File: src/rtl/clock_divider_prog.sv
// Runtime-programmable clock divider: divided square wave plus a wrap tick.
// A new divisor/high-time pair is staged via valid/ready and swapped in only at a period boundary.
module clock_divider_prog #(
  parameter int unsigned WIDTH       = 20,
  parameter int unsigned DEFAULT_DIV = 512,
  parameter int unsigned DEFAULT_HI  = 256
) (
  input  logic             clk_in,
  input  logic             rst,
  input  logic             en,
  input  logic             cfg_valid,
  output logic             cfg_ready,
  input  logic [WIDTH-1:0] cfg_div,
  input  logic [WIDTH-1:0] cfg_hi,
  output logic             cfg_applied,
  output logic             clk_out,
  output logic             tick
);

  localparam logic [WIDTH-1:0] DIV_RST = WIDTH'(DEFAULT_DIV);
  localparam logic [WIDTH-1:0] HI_RST  = WIDTH'(DEFAULT_HI);
  localparam logic [WIDTH-1:0] ONE     = WIDTH'(1);
  localparam logic [WIDTH-1:0] TWO     = WIDTH'(2);

  logic [WIDTH-1:0] counter;
  logic [WIDTH-1:0] active_div;
  logic [WIDTH-1:0] active_hi;
  logic [WIDTH-1:0] pend_div;
  logic [WIDTH-1:0] pend_hi;
  logic             pend_valid;

  logic [WIDTH-1:0] san_div;
  logic [WIDTH-1:0] san_hi;
  logic             accept;
  logic             wrap;
  logic             apply;

  // Clamp the offered pair so the period is at least 2 and high time lies in 1..div-1.
  always_comb begin
    san_div = (cfg_div < TWO) ? TWO : cfg_div;
    san_hi  = cfg_hi;
    if (cfg_hi == '0)
      san_hi = ONE;
    else if (cfg_hi >= san_div)
      san_hi = san_div - ONE;
  end

  assign cfg_ready = !pend_valid;
  assign accept    = cfg_valid & !pend_valid;
  assign wrap      = en & (counter == active_div - ONE);
  assign apply     = pend_valid & (wrap | !en);

  always_ff @(posedge clk_in or posedge rst) begin
    if (rst) begin
      counter <= '0;
      clk_out <= 1'b0;
      tick    <= 1'b0;
    end else begin
      if (!en || wrap)
        counter <= '0;
      else
        counter <= counter + ONE;
      clk_out <= en & (counter < active_hi);
      tick    <= wrap;
    end
  end

  always_ff @(posedge clk_in or posedge rst) begin
    if (rst) begin
      active_div  <= DIV_RST;
      active_hi   <= HI_RST;
      pend_div    <= DIV_RST;
      pend_hi     <= HI_RST;
      pend_valid  <= 1'b0;
      cfg_applied <= 1'b0;
    end else begin
      cfg_applied <= apply;
      if (apply) begin
        active_div <= pend_div;
        active_hi  <= pend_hi;
        pend_valid <= 1'b0;
      end else if (accept) begin
        pend_div   <= san_div;
        pend_hi    <= san_hi;
        pend_valid <= 1'b1;
      end
    end
  end

endmodule

File: config.mk
export PLATFORM = sky130hd
export DESIGN_NAME = clock_divider_prog
export DESIGN_NICKNAME = d
export VERILOG_FILES = /design/src/rtl/clock_divider_prog.sv
export SDC_FILE = /design/constraint.sdc
export NUM_CORES = 1
export LEC_CHECK = 0
export ABC_CLOCK_PERIOD_IN_PS = 3400
export CORE_ASPECT_RATIO = 0.75
export CORE_MARGIN = 8
export CORE_UTILIZATION = 25
export DETAILED_ROUTE_END_ITERATION = 10
export PLACE_DENSITY_LB_ADDON = 0.3
export SLEW_MARGIN = 0
export SYNTH_ARGS = -nofsm -noshare
export SYNTH_HDL_FRONTEND = slang
export SYNTH_SLANG_ARGS = --single-unit
File: constraint.sdc
create_clock -name clk_in -period 3.4 [get_ports clk_in]
set_clock_uncertainty 0.1 [all_clocks]
set_input_delay 0.34 -clock clk_in [delete_from_list [all_inputs] [get_ports clk_in]]
set_output_delay 0.34 -clock clk_in [all_outputs]
set_load 0.005 [all_outputs]
# [Word level (Yosys, flattened, before mapping)]
# Index checks and enable logic that the tools add are counted.
[totals] out_inout_bits=4 regBits=104 wordCells=34
[classes] bitwise_logic=6 reduce_logical=6 mux=6 eq_ne=1 add_sub_neg=3 magnitude_cmp=3
[op_table] operator="$mux 20" count=4
[op_table] operator="$sub 20x1->20 const B" count=2
[op_table] operator="$add 20x1->20 const B" count=1
[op_table] operator="$eq 20x20->1" count=1
[op_table] operator="$ge 20x20->1" count=1
[op_table] operator="$logic_not 20->1" count=1
[op_table] operator="$lt 20x2->1 const B" count=1
[op_table] operator="$lt 20x20->1" count=1
[op_table] operator="$and 1x1->1" count=4
[op_table] operator="$logic_not 1->1" count=2
[op_table] operator="$mux 1" count=2
[op_table] operator="$reduce_and 2->1" count=1
[op_table] operator="$reduce_bool 2->1" count=1
[op_table] operator="$logic_or 1x1->1" count=1
[op_table] operator="$not 1->1" count=1
[op_table] operator="$or 1x1->1" count=1

# [Depth between registers and ports, before layout]
[logic_depth] word_depth=7 ltp_mapped=14 mapped_depth_nobuf=13

# [Least setup slack after synthesis]
# No wires, ideal clock.
[synth_path] kind="input to register" startpoint="input cfg_div[6]" endpoint="register pend_hi[7]" arrival_time_ns=3.554 path_stages=14 setup_ns=0.126 slack_ns=-0.380 cell_sequence="or4_1 > nor3_1 > nand2_1 > nand2_1 > inv_1 > ha_1 > nand2b_1 > a21o_1 > a211oi_1 > o21ai_0 > a211oi_1 > clkbuf_1 > nor2_1 > a221o_1"
[synth_via] elab_chain_len=5 word_cells_on_any_way=6 cone_classes="1 x add/sub; 2 x order compare; 3 x mux"
[synth_lines] item="start, declared" line="13" text="input logic [WIDTH-1:0] cfg_div,"
[synth_lines] item="$lt 20x2->1 *" line="40" text="san_div = (cfg_div < TWO) ? TWO : cfg_div;"
[synth_lines] item="$mux 20 *" line="40"
[synth_lines] item="net san_div[0]" line="32" text="logic [WIDTH-1:0] san_div;"
[synth_lines] item="$sub 20x1->20 / $ge 20x20->1 (equally long branches)" line="45, 44"
[synth_lines] item="$mux 20 *" line="44" text="else if (cfg_hi >= san_div)"
[synth_lines] item="$mux 20 *" line="42" text="if (cfg_hi == '0)"
[synth_lines] item="end signal, assigned" line="84" text="pend_hi <= san_hi;"
[synth_lines] item="end, declared" line="29" text="logic [WIDTH-1:0] pend_hi;"
# Mark *: on every way through the listed nets, which the timed path passes. The rest lies on a longest branch.
# A chain may end at the register's enable or synchronous reset.

# [Worst setup path in the final report]
[layout_path] startpoint="register active_div[0]" endpoint="register active_hi[9]"
[layout_via] elab_chain_len=5
[layout_lines] item="start, declared" line="26" text="logic [WIDTH-1:0] active_div;"
[layout_lines] item="start signal, assigned" line="79" text="active_div <= pend_div;"
[layout_lines] item="$sub 20x1->20" line="50" text="assign wrap = en & (counter == active_div - ONE);"
[layout_lines] item="$eq 20x20->1" line="50"
[layout_lines] item="$and 1x1->1" line="50"
[layout_lines] item="$or 1x1->1" line="51" text="assign apply = pend_valid & (wrap | !en);"
[layout_lines] item="$and 1x1->1" line="51"
[layout_lines] item="end signal, assigned" line="80" text="active_hi <= pend_hi;"
[layout_lines] item="end, declared" line="27" text="logic [WIDTH-1:0] active_hi;"
# No other way between the ends.

==> summary.md <==
| Metric | Value |
|---|---|
| Critical path cell sequence | `inv_1 -> ha_2 -> or3b_4 -> or4_4 -> a222oi_1 -> o2111ai_1 -> nor4_2 -> buf_4 -> a41oi_4 -> buf_12 -> mux2_1` |
| Synth Cell Area | `0.00626 mm2` |
| PortBufs | `47` |
| Die area | `0.0304 mm2` |
| Max Cap Violations | `0` |
| Initial Util | `25.3%` |
| CP max stage delay | `0.48 ns` |
| Worst-Margin Slew | `0.588 ns` |
| Max-Slew Margin vs Limit | `60.4%` |
| Grt total ovfl | `0` |
| Sink Count | `104` |
| Die height | `153 um` |
| Kind of critical path | `reg -> reg` |
| Largest net degree at the start of global routing | `60` |
| Post-synthesis sequential area ratio | `41.6%` |
| Die W | `199 um` |
| Root buffer cell | `clkbuf_16` |
| Synth Instances | `637` |
| Power density over the cells | `525 mW/mm2` |
| Gp weighted congestion | `0.845` |
| Dpl hpwl | `13700 um` |
| Multi-input logic area | `0.00349 mm2` |
| Net count after synthesis | `723` |
| Synth Flop Type | `dfrtp_1` |
| Achievable frequency | `0.298 GHz` |
| Vias/cell | `4.50` |
| Status | `finished, final reports clean` |
| Syn_area_per_cell | `9.83 um2` |
| Largest fanout on the critical path | `30` |
| Routed wire length | `17200 um` |
| CTS buffer count | `9` |
| Final Max Slew Viols | `0` |
| Setup crit end kind | `flop` |
| Most frequent cells in the layout | `dfrtp_1, buf_4, nand2_1` |
| DRC violation count after routing | `0` |
| Area grow syn2layout | `30.3%` |
| Number of synthesized flops with an enable pin | `0` |
| FFs w/ async S/R, synth | `100%` |
| Period utilization | `98.7%` |
| Total number of yosys warnings | `0` |
| Rows | `50` |
| Antenna diodes | `0` |
| Drt pass-1 iters | `5` |
| R2R cell count | `11` |
| Bufs on Longest Clock Path | `2` |
| Antenna violations before repair | `0` |
| Reg2reg start | `active_div[0]` |
| I/O pins | `48` |
| Skew-Pair Late Insertion Delay | `0.34 ns` |
| HP Class | `in -> async` |
| LEAKAGE | `3.73 nW` |
| WP data arrival | `3.47 ns` |
| Initial drt markers | `327` |
| Worst vdd ir | `0.268 mV` |
| Yosys cell types | `56` |
| Slowest cell on crit path | `or4_4` |
| Core area | `0.0248 mm2` |
| Setup violations, final | `0` |
| Commonest non-fill, non-tap cell in the layout | `dfrtp_1` |
| CTS H-tree lvls | `3` |
| Final nets | `837` |
| Final hold vios | `0` |
| Critical Path RT | `3.52 ns` |
| Final Util | `32.9%` |
| Sequential Area | `0.00261 mm2` |
| Clock period minus worst slack | `3.35 ns` |
| Critical Path Source Type | `flop` |
| Vias in the first global route | `4959` |
| R2R setup slack | `0.05 ns` |
| DR WL/cell | `15.8 um` |
| Total Routing Usage GR | `11.4%` |
| Filler cells | `2596` |
| Layout cells sized above 1 | `18.3%` |
| RR Endpoint | `active_hi[9]` |
| CTS tree | `done` |
| Clock slew at reported path FFs | `0.08 ns` |
| First-pass GRT wire length | `27500 um` |
| Routed vias | `4919` |
| Seq cells post-synth | `104` |
| Detail Route Antenna Nets | `0` |
| Setup tns final | `0 ns` |
| RSZ-0062 raised after global routing | `yes` |
## cells by family (layout without fill, tap and decap cells)
| group | after synthesis | after routing | share of synthesized area [%] |
|---|---|---|---|
| buffers and inverters | 75 | 194 | 4.74 |
| adder cells (fa/ha/maj) | 42 | 42 | 8.39 |
| AND/OR/NAND/NOR | 198 | 198 | 16.1 |
| XOR/XNOR | 58 | 58 | 8.11 |
| flip-flops | 104 | 104 | 41.6 |
| multiplexers | 55 | 55 | 10.1 |
| AO/OA/AOI/OAI | 105 | 105 | 10.9 |
## critical path, delay by kind of cell (launching register included)
family,cells,cell delay [ns]
AOI/OAI and AO/OA,3,0.72
DFF,1,0.38
and+or+nand+nor,3,1.06
buffers and inverters,3,0.45
adders and majority gates,1,0.18
muxes,1,0.33
## how the worst max path moves through the flow
stage	cells after the start	end	start	slack (ns)
after global placement	15	pend_hi[7]	cfg_div[16]	-0.45
after global routing	11	active_hi[12]	active_div[0]	-0.13
after CTS	16	pend_hi[15]	cfg_div[2]	0.01
final	11	active_hi[9]	active_div[0]	0.05
after floorplan	14	pend_hi[7]	cfg_div[16]	0.01
after detailed placement	16	pend_hi[17]	cfg_div[16]	-0.57
## flip-flops by register name, indices dropped and copies added (netlist names)
register / flops
counter: 20
clk_out: 1
tick: 1
active_hi: 20
pend_div: 20
active_div: 20
cfg_applied: 1
pend_valid: 1
pend_hi: 20
## Yosys cell counts, types with 16 or more instances
library cell,number,area share [%]
clkbuf_1,18,1.1
dfrtp_1,100,40
ha_1,42,8.4
inv_1,52,3.1
mux2_1,30,5.4
nand2_1,56,3.4
nand3_1,16,1.3
nor2_1,45,2.7
o21ai_0,44,3.5
xnor2_1,39,5.5
xor2_1,19,2.7
## area by class of cell
| cell class | count | area share, % |
|---|---|---|
| inverter | 52 | 2.42 |
| sequential | 104 | 31.9 |
| multi-input combinational | 458 | 42.8 |
| timing repair buffer | 126 | 14.1 |
| tap | 338 | 5.18 |
| clock inverter | 6 | 0.736 |
| clock buffer | 10 | 2.81 |
## layer usage
| metal | vias up | wire, um | global-route usage [%] |
|---|---|---|---|
| met4 | 0 | 177 | 2.08 |
| met5 | - | 0 | 0 |
| met3 | 14 | 789 | 2.57 |
| met2 | 101 | 6220 | 14.2 |
| li1 | 2475 | - | - |
| met1 | 2329 | 10100 | 18.8 |
## metrics by stage
| step | cell area (um2) | setup WS [ns] | total power, mW | hold WS [ns] | std cells |
|---|---|---|---|---|---|
| CTS | 8110 | 0.0143 | 4.32 | 0.329 | 1093 |
| global placement | 7670 | -0.447 | 3.20 | 0.361 | 1065 |
| floorplan | 6310 | 0.0147 | 2.68 | 0.343 | 637 |
| finish | 8160 | 0.0453 | 4.28 | 0.312 | 1094 |
| detailed placement | 7670 | -0.566 | 3.24 | 0.371 | 1065 |
| global route | 8160 | -0.129 | 4.56 | 0.360 | 1094 |
## what timing repair did
item	CTS	global route
buffers inserted	10	2
pin swaps	13	13
hold buffers	0	0
cloned	2	1
endpoints found under the setup margin	21	60
resized for setup	17	27
## power breakdown
part | total (mW) | internal [mW] | switching [mW]
sequential | 1.83 | 1.56 | 0.271
combinational | 1.43 | 0.726 | 0.699
clock | 1.03 | 0.519 | 0.507
total | 4.28 | 2.81 | 1.48
(Power assumes the default switching activity.)
